[src/rtl/muldiv_pkg.sv]
// Shared encodings for the multiply/divide controller: EX op codes, FSM states
// and the default multiplier pipeline depth.
package muldiv_pkg;

    typedef enum logic [2:0] {
        MD_NONE  = 3'd0,
        MD_MULT  = 3'd1,
        MD_MULTU = 3'd2,
        MD_DIV   = 3'd3,
        MD_DIVU  = 3'd4,
        MD_MTHI  = 3'd5,
        MD_MTLO  = 3'd6
    } md_op_e;

    typedef enum logic [1:0] {
        IDLE     = 2'd0,
        MUL_BUSY = 2'd1,
        DIV_BUSY = 2'd2,
        DONE     = 2'd3
    } md_state_e;

    localparam int MD_MUL_LAT = 6;
    localparam int MD_CNT_W   = $clog2(MD_MUL_LAT + 1);

endpackage

[src/rtl/muldiv_if.sv]
// Connection bundle between the controller and the external mult/div IPs.
interface muldiv_if;
    logic        mul_ce;
    logic        mul_signed;
    logic [31:0] mul_a;
    logic [31:0] mul_b;
    logic [63:0] mul_p;
    logic        div_start;
    logic        div_abort;
    logic        div_signed;
    logic [31:0] div_a;
    logic [31:0] div_b;
    logic        div_done;
    logic [31:0] div_q;
    logic [31:0] div_r;

    modport master (
        output mul_ce, mul_signed, mul_a, mul_b,
        input  mul_p,
        output div_start, div_abort, div_signed, div_a, div_b,
        input  div_done, div_q, div_r
    );

    modport slave (
        input  mul_ce, mul_signed, mul_a, mul_b,
        output mul_p,
        input  div_start, div_abort, div_signed, div_a, div_b,
        output div_done, div_q, div_r
    );
endinterface

[src/rtl/muldiv_hilo.sv]
// Architectural HI/LO register pair; the 64-bit port (unit results) has
// priority over the 32-bit MTHI/MTLO port.
module muldiv_hilo (
    input  logic        clk,
    input  logic        rst,
    input  logic        we64,
    input  logic [63:0] wdata64,
    input  logic        hi_we,
    input  logic        lo_we,
    input  logic [31:0] wdata32,
    output logic [31:0] hi,
    output logic [31:0] lo
);

    // HI/LO storage
    always_ff @(posedge clk or posedge rst) begin
        if (rst) begin
            hi <= 32'd0;
            lo <= 32'd0;
        end else if (we64) begin
            hi <= wdata64[63:32];
            lo <= wdata64[31:0];
        end else begin
            if (hi_we) hi <= wdata32;
            if (lo_we) lo <= wdata32;
        end
    end

endmodule

[src/rtl/muldiv_ctrl.sv]
// Execute-stage multiply/divide sequencer: issues to the external units,
// stalls the pipeline until HI/LO are written, aborts on flush.
module muldiv_ctrl
    import muldiv_pkg::*;
#(
    parameter int MUL_LAT = MD_MUL_LAT
) (
    input  logic        clk,
    input  logic        rst,
    input  logic        flush,
    input  logic        op_valid,
    input  logic [2:0]  op,
    input  logic [31:0] opdata1_i,
    input  logic [31:0] opdata2_i,
    output logic        stall_o,
    muldiv_if.master    md,
    output logic [31:0] hi_o,
    output logic [31:0] lo_o
);

    localparam int CNT_W = $clog2(MUL_LAT + 1);
    localparam logic [CNT_W-1:0] CNT_LAST = CNT_W'(MUL_LAT);

    md_state_e        state_r, state_s;
    logic [CNT_W-1:0] cnt_r, cnt_s;
    logic             accept_mul_s, accept_div_s;
    logic             mul_ce_s, div_start_s, div_abort_s;
    logic             we64_s, hi_we_s, lo_we_s;
    logic [63:0]      wdata64_s;
    logic             mul_signed_r, div_signed_r;
    logic [31:0]      mul_a_r, mul_b_r, div_a_r, div_b_r;

    // State and cycle counter
    always_ff @(posedge clk or posedge rst) begin
        if (rst) begin
            state_r <= IDLE;
            cnt_r   <= '0;
        end else begin
            state_r <= state_s;
            cnt_r   <= cnt_s;
        end
    end

    // Next state, unit controls and HI/LO write requests; flush overrides everything
    always_comb begin
        state_s      = state_r;
        cnt_s        = cnt_r;
        stall_o      = 1'b0;
        accept_mul_s = 1'b0;
        accept_div_s = 1'b0;
        mul_ce_s     = 1'b0;
        div_start_s  = 1'b0;
        div_abort_s  = 1'b0;
        we64_s       = 1'b0;
        wdata64_s    = 64'd0;
        hi_we_s      = 1'b0;
        lo_we_s      = 1'b0;
        if (flush) begin
            state_s     = IDLE;
            cnt_s       = '0;
            div_abort_s = (state_r == DIV_BUSY);
        end else begin
            case (state_r)
                IDLE: begin
                    if (op_valid) begin
                        case (op)
                            MD_MULT, MD_MULTU: begin
                                stall_o      = 1'b1;
                                accept_mul_s = 1'b1;
                                cnt_s        = '0;
                                state_s      = MUL_BUSY;
                            end
                            MD_DIV, MD_DIVU: begin
                                stall_o = 1'b1;
                                if (opdata2_i != 32'd0) begin
                                    accept_div_s = 1'b1;
                                    cnt_s        = '0;
                                    state_s      = DIV_BUSY;
                                end else begin
                                    state_s = DONE;
                                end
                            end
                            MD_MTHI: hi_we_s = 1'b1;
                            MD_MTLO: lo_we_s = 1'b1;
                            default: begin
                                state_s = IDLE;
                            end
                        endcase
                    end else begin
                        state_s = IDLE;
                    end
                end
                MUL_BUSY: begin
                    stall_o  = 1'b1;
                    mul_ce_s = 1'b1;
                    if (cnt_r == CNT_LAST) begin
                        we64_s    = 1'b1;
                        wdata64_s = md.mul_p;
                        cnt_s     = '0;
                        state_s   = DONE;
                    end else begin
                        cnt_s = cnt_r + CNT_W'(1);
                    end
                end
                DIV_BUSY: begin
                    // cnt marks whether the start pulse has already been sent
                    stall_o     = 1'b1;
                    div_start_s = (cnt_r == '0);
                    cnt_s       = CNT_W'(1);
                    if (md.div_done) begin
                        we64_s    = 1'b1;
                        wdata64_s = {md.div_r, md.div_q};
                        cnt_s     = '0;
                        state_s   = DONE;
                    end else begin
                        state_s = DIV_BUSY;
                    end
                end
                DONE: state_s = IDLE;
                default: begin
                    state_s = IDLE;
                    cnt_s   = '0;
                end
            endcase
        end
    end

    // Operand latches, loaded only when an op is accepted in IDLE
    always_ff @(posedge clk or posedge rst) begin
        if (rst) begin
            mul_a_r      <= 32'd0;
            mul_b_r      <= 32'd0;
            mul_signed_r <= 1'b0;
            div_a_r      <= 32'd0;
            div_b_r      <= 32'd0;
            div_signed_r <= 1'b0;
        end else if (accept_mul_s) begin
            mul_a_r      <= opdata1_i;
            mul_b_r      <= opdata2_i;
            mul_signed_r <= (op == MD_MULT);
        end else if (accept_div_s) begin
            div_a_r      <= opdata1_i;
            div_b_r      <= opdata2_i;
            div_signed_r <= (op == MD_DIV);
        end
    end

    assign md.mul_ce     = mul_ce_s;
    assign md.mul_signed = mul_signed_r;
    assign md.mul_a      = mul_a_r;
    assign md.mul_b      = mul_b_r;
    assign md.div_start  = div_start_s;
    assign md.div_abort  = div_abort_s;
    assign md.div_signed = div_signed_r;
    assign md.div_a      = div_a_r;
    assign md.div_b      = div_b_r;

    muldiv_hilo u_hilo (
        .clk     (clk),
        .rst     (rst),
        .we64    (we64_s),
        .wdata64 (wdata64_s),
        .hi_we   (hi_we_s),
        .lo_we   (lo_we_s),
        .wdata32 (opdata1_i),
        .hi      (hi_o),
        .lo      (lo_o)
    );

endmodule

[src/flat_wrapper.sv]
// flat-port wrapper written by rule: the top's interface ports become plain ports
module muldiv_ctrl_flat import muldiv_pkg::*;
#(
    parameter int MUL_LAT = MD_MUL_LAT
)
  (clk, rst, flush, op_valid, op, opdata1_i, opdata2_i, stall_o, hi_o, lo_o, md_mul_ce, md_mul_signed, md_mul_a, md_mul_b, md_mul_p, md_div_start, md_div_abort, md_div_signed, md_div_a, md_div_b, md_div_done, md_div_q, md_div_r);
  muldiv_if md_i ();
  input  logic clk;
  input  logic rst;
  input  logic flush;
  input  logic op_valid;
  input  logic [2:0] op;
  input  logic [31:0] opdata1_i;
  input  logic [31:0] opdata2_i;
  output logic stall_o;
  output logic [31:0] hi_o;
  output logic [31:0] lo_o;
  output wire logic [$bits(md_i.mul_ce)-1:0] md_mul_ce;
  output wire logic [$bits(md_i.mul_signed)-1:0] md_mul_signed;
  output wire logic [$bits(md_i.mul_a)-1:0] md_mul_a;
  output wire logic [$bits(md_i.mul_b)-1:0] md_mul_b;
  input wire logic [$bits(md_i.mul_p)-1:0] md_mul_p;
  output wire logic [$bits(md_i.div_start)-1:0] md_div_start;
  output wire logic [$bits(md_i.div_abort)-1:0] md_div_abort;
  output wire logic [$bits(md_i.div_signed)-1:0] md_div_signed;
  output wire logic [$bits(md_i.div_a)-1:0] md_div_a;
  output wire logic [$bits(md_i.div_b)-1:0] md_div_b;
  input wire logic [$bits(md_i.div_done)-1:0] md_div_done;
  input wire logic [$bits(md_i.div_q)-1:0] md_div_q;
  input wire logic [$bits(md_i.div_r)-1:0] md_div_r;
  assign md_mul_ce = md_i.mul_ce;
  assign md_mul_signed = md_i.mul_signed;
  assign md_mul_a = md_i.mul_a;
  assign md_mul_b = md_i.mul_b;
  assign md_i.mul_p = md_mul_p;
  assign md_div_start = md_i.div_start;
  assign md_div_abort = md_i.div_abort;
  assign md_div_signed = md_i.div_signed;
  assign md_div_a = md_i.div_a;
  assign md_div_b = md_i.div_b;
  assign md_i.div_done = md_div_done;
  assign md_i.div_q = md_div_q;
  assign md_i.div_r = md_div_r;
  muldiv_ctrl #(.MUL_LAT(MUL_LAT)) u_core (.clk(clk), .rst(rst), .flush(flush), .op_valid(op_valid), .op(op), .opdata1_i(opdata1_i), .opdata2_i(opdata2_i), .stall_o(stall_o), .md(md_i), .hi_o(hi_o), .lo_o(lo_o));
endmodule
[config.mk]
export PLATFORM = sky130hd
export DESIGN_NAME = muldiv_ctrl_flat
export DESIGN_NICKNAME = d
export VERILOG_FILES = /design/src/rtl/muldiv_pkg.sv /design/src/rtl/muldiv_if.sv /design/src/rtl/muldiv_hilo.sv /design/src/rtl/muldiv_ctrl.sv /design/src/flat_wrapper.sv
export SDC_FILE = /design/constraint.sdc
export NUM_CORES = 1
export LEC_CHECK = 0
export ABC_AREA = 1
export CORE_AREA = 2 2 157 159
export DETAILED_ROUTE_END_ITERATION = 8
export DIE_AREA = 0 0 159 161
export PLACE_DENSITY = 0.77
export SYNTH_ARGS = -nofsm -noshare
export SYNTH_HDL_FRONTEND = slang
export SYNTH_SLANG_ARGS = --single-unit
[constraint.sdc]
create_clock -name clk -period 7 [get_ports clk]
set_input_delay 1.4 -clock clk [delete_from_list [all_inputs] [get_ports clk]]
set_output_delay 1.4 -clock clk [all_outputs]
set_load 0.02 [all_outputs]
After elaboration in Yosys (flattened, before gate mapping)
Cells that the tools add are included.
{ "op_classes": {"addsub": 1, "n_mul": 0, "div_mod_pow": 0, "magnitude_cmp": 0, "eq_ne": 15, "n_shift": 0, "mux": 52, "bitwise_logic": 1, "n_reduce_logical": 14} }
{ "ops": {"columns": ["operator", "count"], "rows": [
  ["$mux W64", 3],
  ["$mux W32", 4],
  ["$pmux W64 S2", 1],
  ["$reduce_bool A32 Y1", 1],
  ["$mux W1", 31],
  ["$eq A3 B3 Y1 const B", 4],
  ["$mux W3", 4],
  ["$pmux W3 S3", 1],
  ["$ne A4 B4 Y1 const B", 2],
  ["$pmux W2 S4", 1],
  ["$reduce_or A2 Y1", 4],
  ["$eq A3 B2 Y1 const B", 2],
  ["$mux W2", 3],
  ["$pmux W2 S3", 1],
  ["$pmux W3 S2", 1],
  ["$eq A2 B2 Y1 const B", 2],
  ["$ne A4 B3 Y1 const B", 1],
  ["$pmux W1 S2", 2],
  ["$reduce_and A2 Y1", 2],
  ["$reduce_and A4 Y1", 1],
  ["$reduce_bool A2 Y1", 2],
  ["$reduce_bool A4 Y1", 1],
  ["$reduce_or A4 Y1", 1],
  ["$add A3 B1 Y3 const B", 1],
  ["7 further kinds", 7]
]} }
{ "word_totals": {"ff_bits": 199, "latch_bits": 0, "mem_bits_rw": 0, "mem_bits_ro": 0, "inputBits": 200, "output_inout_bits": 198, "word_cells": 93, "n_memories": 0} }

Depth between registers and ports, before layout
Gate-level depths: netlist of the first run.
{ "depth": {"ltp_word": 8, "mapped_depth": 12, "ltp_nobuf": 11} }

Cells and area by module
A second synthesis of the first run with hierarchy kept.
{ "hier_totals": {"cells_unflattened": 1111, "hier_area_um2": 9336.5} }
{ "modules_own_cells": {"columns": ["mod", "n_inst", "cells_per_inst", "area_each_um2", "seq_area_each_um2"], "rows": [
  ["muldiv_ctrl", 1, 760, 6480.0, 3378.2],
  ["muldiv_hilo", 1, 351, 2856.5, 1601.5]
]} }

Least setup slack after synthesis of the first run
Ideal clock, no wire load.
{ "synth_path": {"path_type": "in2out", "from": "input port op[2]", "to": "output port stall_o", "t_arrival_ns": 2.339, "t_required_ns": 5.600, "setup_slack_ns": 3.261, "path_stages": 7, "n_path_buf": 0, "cell_sequence": "inv_1 -> nand2_1 -> nor2_1 -> inv_1 -> nand2_1 -> a31oi_1 -> nor3_1"} }
{ "synth_via": {"elab_chain_len": 6, "word_cells_on_any_way": 9, "cone_classes": "eq/ne: 4; mux: 4; reduce/logical: 1"} }
{ "synth_rtl": {"columns": ["element", "line_no", "rtl"], "rows": [
  ["start: declaration", "flat_wrapper.sv:12", "input logic [2:0] op;"],
  ["$eq A3 B2 Y1 (tied with other cells)", "muldiv_ctrl.sv:66", "case (op)"],
  ["$reduce_or A4 Y1 (no source line) (*)", null, null],
  ["$mux W1 (*)", "muldiv_ctrl.sv:66", null],
  ["$mux W1 (*)", "muldiv_ctrl.sv:65", "if (op_valid) begin"],
  ["$pmux W1 S2 (*)", "muldiv_ctrl.sv:63", "case (state_r)"],
  ["$mux W1 (*)", "muldiv_ctrl.sv:58", "if (flush) begin"],
  ["end: declaration", "flat_wrapper.sv:15", "output logic stall_o;"]
]} }
Every way passes the cells marked *; elsewhere a longest branch is shown, timed or not.

Worst setup path after layout of the first run
{ "layout_path": {"from": "input port op[1]", "to": "output port stall_o"} }
The elaborated chain is that of the path after synthesis.

==> qor.csv, run 1 <==
stage,metric,value,unit
status,status,"complete, no violations",
floorplanning,start_util,38.47,%
global_route,grt.total_usage,24.77,%
final_layout,fillCellCount,2173,
yosys,yosys.cell_types.count,28,
timing,min_period_over_period,67.29,%
critical_path,cp_max_fo,6,
floorplanning,num_io_pins,398,
critical_path,arrival,3.31,ns
clock_network,clk_latency,0.43,ns
yosys,yosysSeqAreaShare,54.02,%
yosys,syn_inst,1148,
timing,relSlewSlack,31.69,%
timing,fin_skew,0.01156,ns
yosys,syn-cell-area,9219,um2
power_and_ir_drop,seqPwrFrac,33.8,%
power_and_ir_drop,p_comb_share,49.6,%
final_layout,areaGrowthSynthToFinish,51.14,%
global_route,grt_pass1_vias,8744,
yosys,synth_edf_count,0,
timing,whs,0.4874,ns
yosys,synth_warnings,0,
timing,hold_viol,0,
yosys,yosys_register_bits,199,
timing,finalSetupViolations,0,
timing,finalSetupTns,0,ns
clock_network,clockRootBuffer,clkbuf_16,
critical_path,cp-start-kind,input port,
final_layout,fin_nets,1699,
yosys,synth_top_area_cell,dfrtp_1,
clock_network,cts_tree,yes,
flow_run,max-cap-violations,0,
yosys,yosys_most_used_dff,dfrtp_1,
clock_network,cts.path.max_buffers,2,
clock_network,ctsResizeCount,0,
critical_path,slowest_delay,0.66,ns
final_layout,fin_area,13930,um2
place,place_hpwl,24320,um
critical_path,critPathRequiredTime,5.60,ns
detailed_routing,wl,32570,um
clock_network,cts_setup_buffers,0,
power_and_ir_drop,clockPowerShare,16.6,%
power_and_ir_drop,p_leak,6.086,nW
min_path,hold_path_class,register to register,
detailed_routing,drtAntennaViolNets,0,
place,postPlaceCellArea,13330,um2
global_route,grt_max_degree,145,
timing,finalMaxSlewViolations,0,
yosys,synth-async-reset-ratio,100.0,%
clock_network,h-tree-depth,4,
yosys,avgSynthCellArea,8.030,um2
detailed_routing,num_vias,9248,
place,placed_cells,1800,
detailed_routing,vias_per_cell,5.048,
power_and_ir_drop,p_sw_share,41.28,%
clock_network,cts.clk_slew.worst_paths,0.08,ns
timing,fmax,212.3,MHz
power_and_ir_drop,p_total,0.005979,W
power_and_ir_drop,powerDensity,429.1,nW/um2
critical_path,path_class,input port to primary output,
final_layout,drive_gt1_share,3.714,%
floorplanning,core_area,23960,um2
detailed_routing,route.detailed.drc,0,
critical_path,cpMostUsedCell,nand2_1,
timing,layout_min_cycle_time,4.710,ns
power_and_ir_drop,p_sw,0.002468,W
clock_network,hold_buffers,0,
yosys,syn_nets,1352,
global_route,grt_first_pass_wirelength,49090,um
detailed_routing,dr.pass1.iters,6,
floorplanning,chipWidth,159,um
power_and_ir_drop,p_int,0.003511,W
yosys,synth.area.top_cells,"dfrtp_1, nand2_1, o21ai_0",
place,place_congestion,0.9050,
global_route,overflow,0,
detailed_routing,drt_iter0_markers,855,
clock_network,numCtsBuffers,17,
place,portBuffers,397,
critical_path,slowest_stage,clkdlybuf4s50_1,
timing,tightestPinTransition,1.025,ns
global_route,grt_antenna_before_repair,0,
timing,rsz0062_at_grt,false,
detailed_routing,wire_per_inst,17.78,um
critical_path,crit_chain,"clkdlybuf4s50_1, nand2_1, nand2_1, nor2_1, inv_1, nand2_1, a31oi_1, nor3_1, clkdlybuf4s50_1",
final_layout,stdcell_count,1832,
yosys,synth_top_area_share,54.02,%
floorplanning,rows,57,
power_and_ir_drop,peakVddDrop,185.7,uV
critical_path,critPathBufInv,3,
final_layout,antenna-diode-count,0,
floorplanning,die-area,25600,um2
critical_path,crit_family,buffers and inverters,
floorplanning,fp.dieH,161,um
clock_network,clock-sinks,199,
critical_path,end_kind,primary output,
## worst register-to-register path: cells and delay by family (launching register included)
family                     cells  cell delay [ns]
AOI/OAI and AO/OA              2             0.54
adders and majority gates      1             0.19
buffers and inverters          5             1.88
DFF                            1             0.41
and+or+nand+nor                3             0.32
## synth_stat cells (2+ instances only)
cell / n
a21oi_1: 63
a31oi_1: 3
buf_2: 32
buf_4: 7
clkbuf_1: 37
clkbuf_2: 2
dfrtp_1: 199
ha_1: 4
inv_1: 82
inv_2: 2
nand2_1: 246
nand3_1: 138
nand4_1: 5
nor2_1: 119
nor3_1: 3
o21ai_0: 161
o21ai_1: 34
## final timing paths
kind,startpoint,end,slack [ns],cells past startpoint
max,op[1],stall_o,2.29,9
min,u_core.md.mul_a[11]$_DFFE_PP0N_,u_core.md.mul_a[11]$_DFFE_PP0N_,0.49,2
max reg2reg,u_core.state_r[0]$_DFFE_PP0P_,u_core.u_hilo.lo[27]$_DFFE_PP0P_,3.51,11
min reg2reg,u_core.md.mul_a[11]$_DFFE_PP0N_,u_core.md.mul_a[11]$_DFFE_PP0N_,0.49,2
max in group asynchronous,rst,u_core.md.div_a[8]$_DFFE_PP0P_,4.00,3
min in group asynchronous,rst,u_core.md.mul_b[14]$_DFFE_PP0N_,1.58,2
## area by class of cell
cell class                 count  area, um2  share of cell area [%]
inverter                      84      324.1                   2.326
multi-input combinational    785       3573                   25.65
clock inverter                15      173.9                   1.248
timing repair buffer         408       4051                   29.08
sequential                   199       4980                   35.74
clock buffer                  17      425.4                   3.053
tap                          324      405.4                   2.909
## placed cells by master (no fill, tap or decap), types with 3 or more instances in the layout
master | synthesis | final
o21ai_0 | 161 | 161
dfrtp_1 | 199 | 199
clkinv_8 | 0 | 3
clkdlybuf4s50_1 | 0 | 396
buf_4 | 7 | 11
clkbuf_16 | 0 | 17
inv_6 | 0 | 3
nand4_1 | 5 | 5
nand3_1 | 138 | 138
inv_1 | 82 | 80
nand2_1 | 246 | 246
a31oi_1 | 3 | 3
nor2_1 | 119 | 119
a21oi_1 | 63 | 63
nor3_1 | 3 | 3
o21ai_1 | 34 | 34
inv_8 | 0 | 5
## flip-flops by register name, indices dropped and copies added, names as in the netlist, 2 cells and up
name	flops
u_core.md.div_b	32
u_core.u_hilo.hi	32
u_core.cnt_r	3
u_core.md.div_a	32
u_core.u_hilo.lo	32
u_core.md.mul_b	32
u_core.state_r	2
u_core.md.mul_a	32
## cells by family (layout without fill, tap and decap cells)
kind of cell | after synthesis | after routing | synth area share, %
adder cells (fa/ha/maj) | 4 | 4 | 0.5429
AO/OA/AOI/OAI | 265 | 265 | 14.71
buffers and inverters | 164 | 524 | 7.505
XOR/XNOR | 1 | 1 | 0.09502
AND/OR/NAND/NOR | 515 | 515 | 23.13
flip-flops | 199 | 199 | 54.02
## stage by stage
stage,setup WS (ns),util (%)
floorplan,0.1743,-
global placement,2.422,55.64
detailed placement,2.338,55.64
finish,2.290,58.15
global route,2.138,58.15
CTS,2.330,58.15
## power by group through the flow
stage	Sequential [W]	Combinational, W	Clock (W)
6_report	0.00202	0.00297	0.000992
5_1_grt	0.00209	0.00316	0.00106
2_1_floorplan	0.00269	0.000743	0
3_5_place_dp	0.00203	0.00298	0
4_1_cts	0.00202	0.00298	0.00101
3_3_place_gp	0.00201	0.00292	0
## layer usage
layer	up-vias	global-route usage [%]	wire length, um
met5	-	0	0
li1	4441	-	-
met3	60	6.600	2679
met2	443	40.34	15290
met1	4304	32.03	13490
met4	0	9.008	1114
(Power assumes the default switching activity.)
==> run 2, diff against run 1 <==
==> constraint.sdc (replaced) <==
create_clock -name clk -period 4.2 [get_ports clk]
set_input_delay 0.84 -clock clk [delete_from_list [all_inputs] [get_ports clk]]
set_output_delay 0.84 -clock clk [all_outputs]
set_load 0.02 [all_outputs]
==> qor.csv, run 2 (same netlist as run 1, synthesis figures left out) <==
stage,metric,value,unit,change
status,status,"complete, no violations",,
floorplanning,start_util,38.47,%,unchanged
critical_path,reg2reg_to,u_core.u_hilo.hi[12]$_DFFE_PP0P_,,
flow_run,max-cap-violations,0,,unchanged
critical_path,cp_max_fo,6,,unchanged
timing,layout_min_cycle_time,3.486,ns,
place,place_congestion,0.9279,,+2.5%
power_and_ir_drop,peakVddDrop,373.0,uV,+100%
detailed_routing,vias_per_cell,5.082,,+0.68%
clock_network,cts_tree,yes,,
final_layout,areaGrowthSynthToFinish,51.78,%,
critical_path,r2r_setup_slack,1.77,ns,-1.74 ns
timing,rsz0062_at_grt,false,,
global_route,grt_pass1_vias,8877,,+1.5%
timing,relSlewSlack,36.78,%,+5.1 points
final_layout,layout_common_cells,"clkdlybuf4s50_1, nand2_1, dfrtp_1",,
timing,fin_skew,0.01753,ns,+0.005968 ns
clock_network,clk_latency,0.43,ns,about the same
detailed_routing,route.detailed.drc,0,,unchanged
critical_path,r2r-start,u_core.state_r[0]$_DFFE_PP0P_,,
final_layout,drive_gt1_share,3.839,%,+0.12 points
detailed_routing,wl,32820,um,+0.76%
critical_path,crit_family,buffers and inverters,,
final_layout,antenna-diode-count,0,,unchanged
timing,finalSetupTns,0,ns,unchanged
timing,finalSetupViolations,0,,unchanged
critical_path,cp-start-kind,input port,,
min_path,hold_path_end,u_core.md.mul_a[13]$_DFFE_PP0N_,,
floorplanning,fp.dieH,161,um,unchanged
critical_path,arrival,2.65,ns,-0.66 ns
critical_path,crit_chain,"clkdlybuf4s50_1, nand2_1, nand2_1, o21ai_1, nand2_1, a31oi_1, nor3_1, clkdlybuf4s50_1",,
floorplanning,rows,57,,unchanged
clock_network,h-tree-depth,4,,unchanged
place,portBuffers,397,,unchanged
clock_network,numCtsBuffers,17,,unchanged
timing,hold_viol,0,,unchanged
critical_path,cpMostUsedCell,nand2_1,,
timing,fmax,286.9,MHz,
timing,finalMaxSlewViolations,0,,unchanged
clock_network,clock-sinks,199,,unchanged
clock_network,ctsResizeCount,0,,unchanged
floorplanning,num_io_pins,398,,unchanged
critical_path,critPathRequiredTime,3.36,ns,-2.24 ns
global_route,grt.total_usage,25.18,%,+0.41 points
power_and_ir_drop,powerDensity,711.3,nW/um2,+66%
critical_path,slowest_stage,clkdlybuf4s50_1,,
global_route,overflow,0,,unchanged
floorplanning,chipWidth,159,um,unchanged
final_layout,fin_nets,1702,,+0.18%
critical_path,slowest_delay,0.63,ns,-0.03 ns
floorplanning,die-area,25600,um2,unchanged
clock_network,cts.path.max_buffers,2,,unchanged
critical_path,r2r_cells,10,,-1
critical_path,critPathBufInv,2,,-1
global_route,grt_antenna_before_repair,0,,unchanged
timing,tightestPinTransition,0.9482,ns,-0.07645 ns
power_and_ir_drop,p_total,0.009952,W,+66%
detailed_routing,dr.pass1.iters,5,,-1
clock_network,cts.clk_slew.worst_paths,0.07,ns,about the same
clock_network,clockRootBuffer,clkbuf_16,,
global_route,grt_first_pass_wirelength,49800,um,+1.4%
detailed_routing,num_vias,9326,,+0.84%
timing,min_period_over_period,83.00,%,
critical_path,path_class,input port to primary output,,
floorplanning,core_area,23960,um2,unchanged
detailed_routing,wire_per_inst,17.89,um,+0.59%
final_layout,final_common_cell,clkdlybuf4s50_1,,
clock_network,cts_setup_buffers,0,,unchanged
min_path,whs_path_depth,2,,unchanged
place,place_hpwl,24740,um,+1.7%
final_layout,fillCellCount,2166,,-0.32%
clock_network,hold_buffers,0,,unchanged
power_and_ir_drop,p_leak,6.117,nW,+0.51%
global_route,grt_max_degree,96,,-34%
detailed_routing,drtAntennaViolNets,0,,unchanged
critical_path,end_kind,primary output,,
min_path,worstHoldStart,u_core.md.mul_a[13]$_DFFE_PP0N_,,
detailed_routing,drt_iter0_markers,709,,-17%
min_path,hold_path_class,register to register,,
-- run 2: worst register-to-register path, delay by kind of cell, from the launching register on --
kind	cells	cell delay, ns
buf+inv	4	0.82
simple gates	4	0.61
flops	1	0.42
fa+ha+maj	1	0.37
compound gates	1	0.07
-- run 2: routing by layer --
| layer | part of all wire, % | GRT usage, % | vias to the layer above | wire (um) |
|---|---|---|---|---|
| li1 | - | - | 4454 | - |
| met4 | 4.1 | 11.61 | 0 | 1350 |
| met1 | 42 | 32.75 | 4385 | 13880 |
| met2 | 47 | 40.20 | 418 | 15310 |
| met5 | 0 | 0 | - | 0 |
| met3 | 6.9 | 5.932 | 69 | 2274 |
-- run 2: layout make-up --
cell class | instances | area [um2] | share of cell area (%)
Multi-Input combinational cell | 785 | 3573 | 25.54
Inverter | 84 | 320.3 | 2.289
Tap cell | 324 | 405.4 | 2.897
Clock buffer | 18 | 429.2 | 3.067
Sequential cell | 199 | 4980 | 35.59
Clock inverter | 14 | 147.6 | 1.055
Timing Repair Buffer | 411 | 4136 | 29.56
-- run 2: stage by stage --
stage | std cells | area, um2 | hold WS [ns] | util [%] | setup WS [ns]
after floorplan | 1148 | 9223 | 0.4772 | - | 0.7857
after global placement | 1803 | 13420 | 0.4647 | 55.98 | 0.7428
after detailed placement | 1803 | 13420 | 0.4717 | 55.98 | 0.7375
after CTS | 1835 | 13990 | 0.4893 | 58.39 | 0.7374
after global routing | 1835 | 13990 | 0.5046 | 58.39 | 0.5628
final | 1835 | 13990 | 0.4835 | 58.39 | 0.7141
-- run 2: power breakdown --
| part | total [W] | switching, W | leakage, nW | internal, W |
|---|---|---|---|---|
| clock network | 0.00163 | 0.000824 | 0.284 | 0.000804 |
| registers | 0.00336 | 0.000526 | 2.52 | 0.00284 |
| logic | 0.00496 | 0.00274 | 3.32 | 0.00222 |
| total | 0.00995 | 0.00409 | 6.12 | 0.00586 |
-- run 2: worst max path at each step --
stage           from                           to  slack [ns]  depth (start not counted)
4_1_cts        op[1]                      stall_o        0.74                          8
3_5_place_dp   op[1]                      stall_o        0.74                          8
5_1_grt        op[1]                      stall_o        0.56                          7
2_1_floorplan    rst  u_core.cnt_r[0]$_DFFE_PP0P_        0.79                          1
6_report       op[1]                      stall_o        0.71                          8
3_3_place_gp   op[1]                      stall_o        0.74                          9
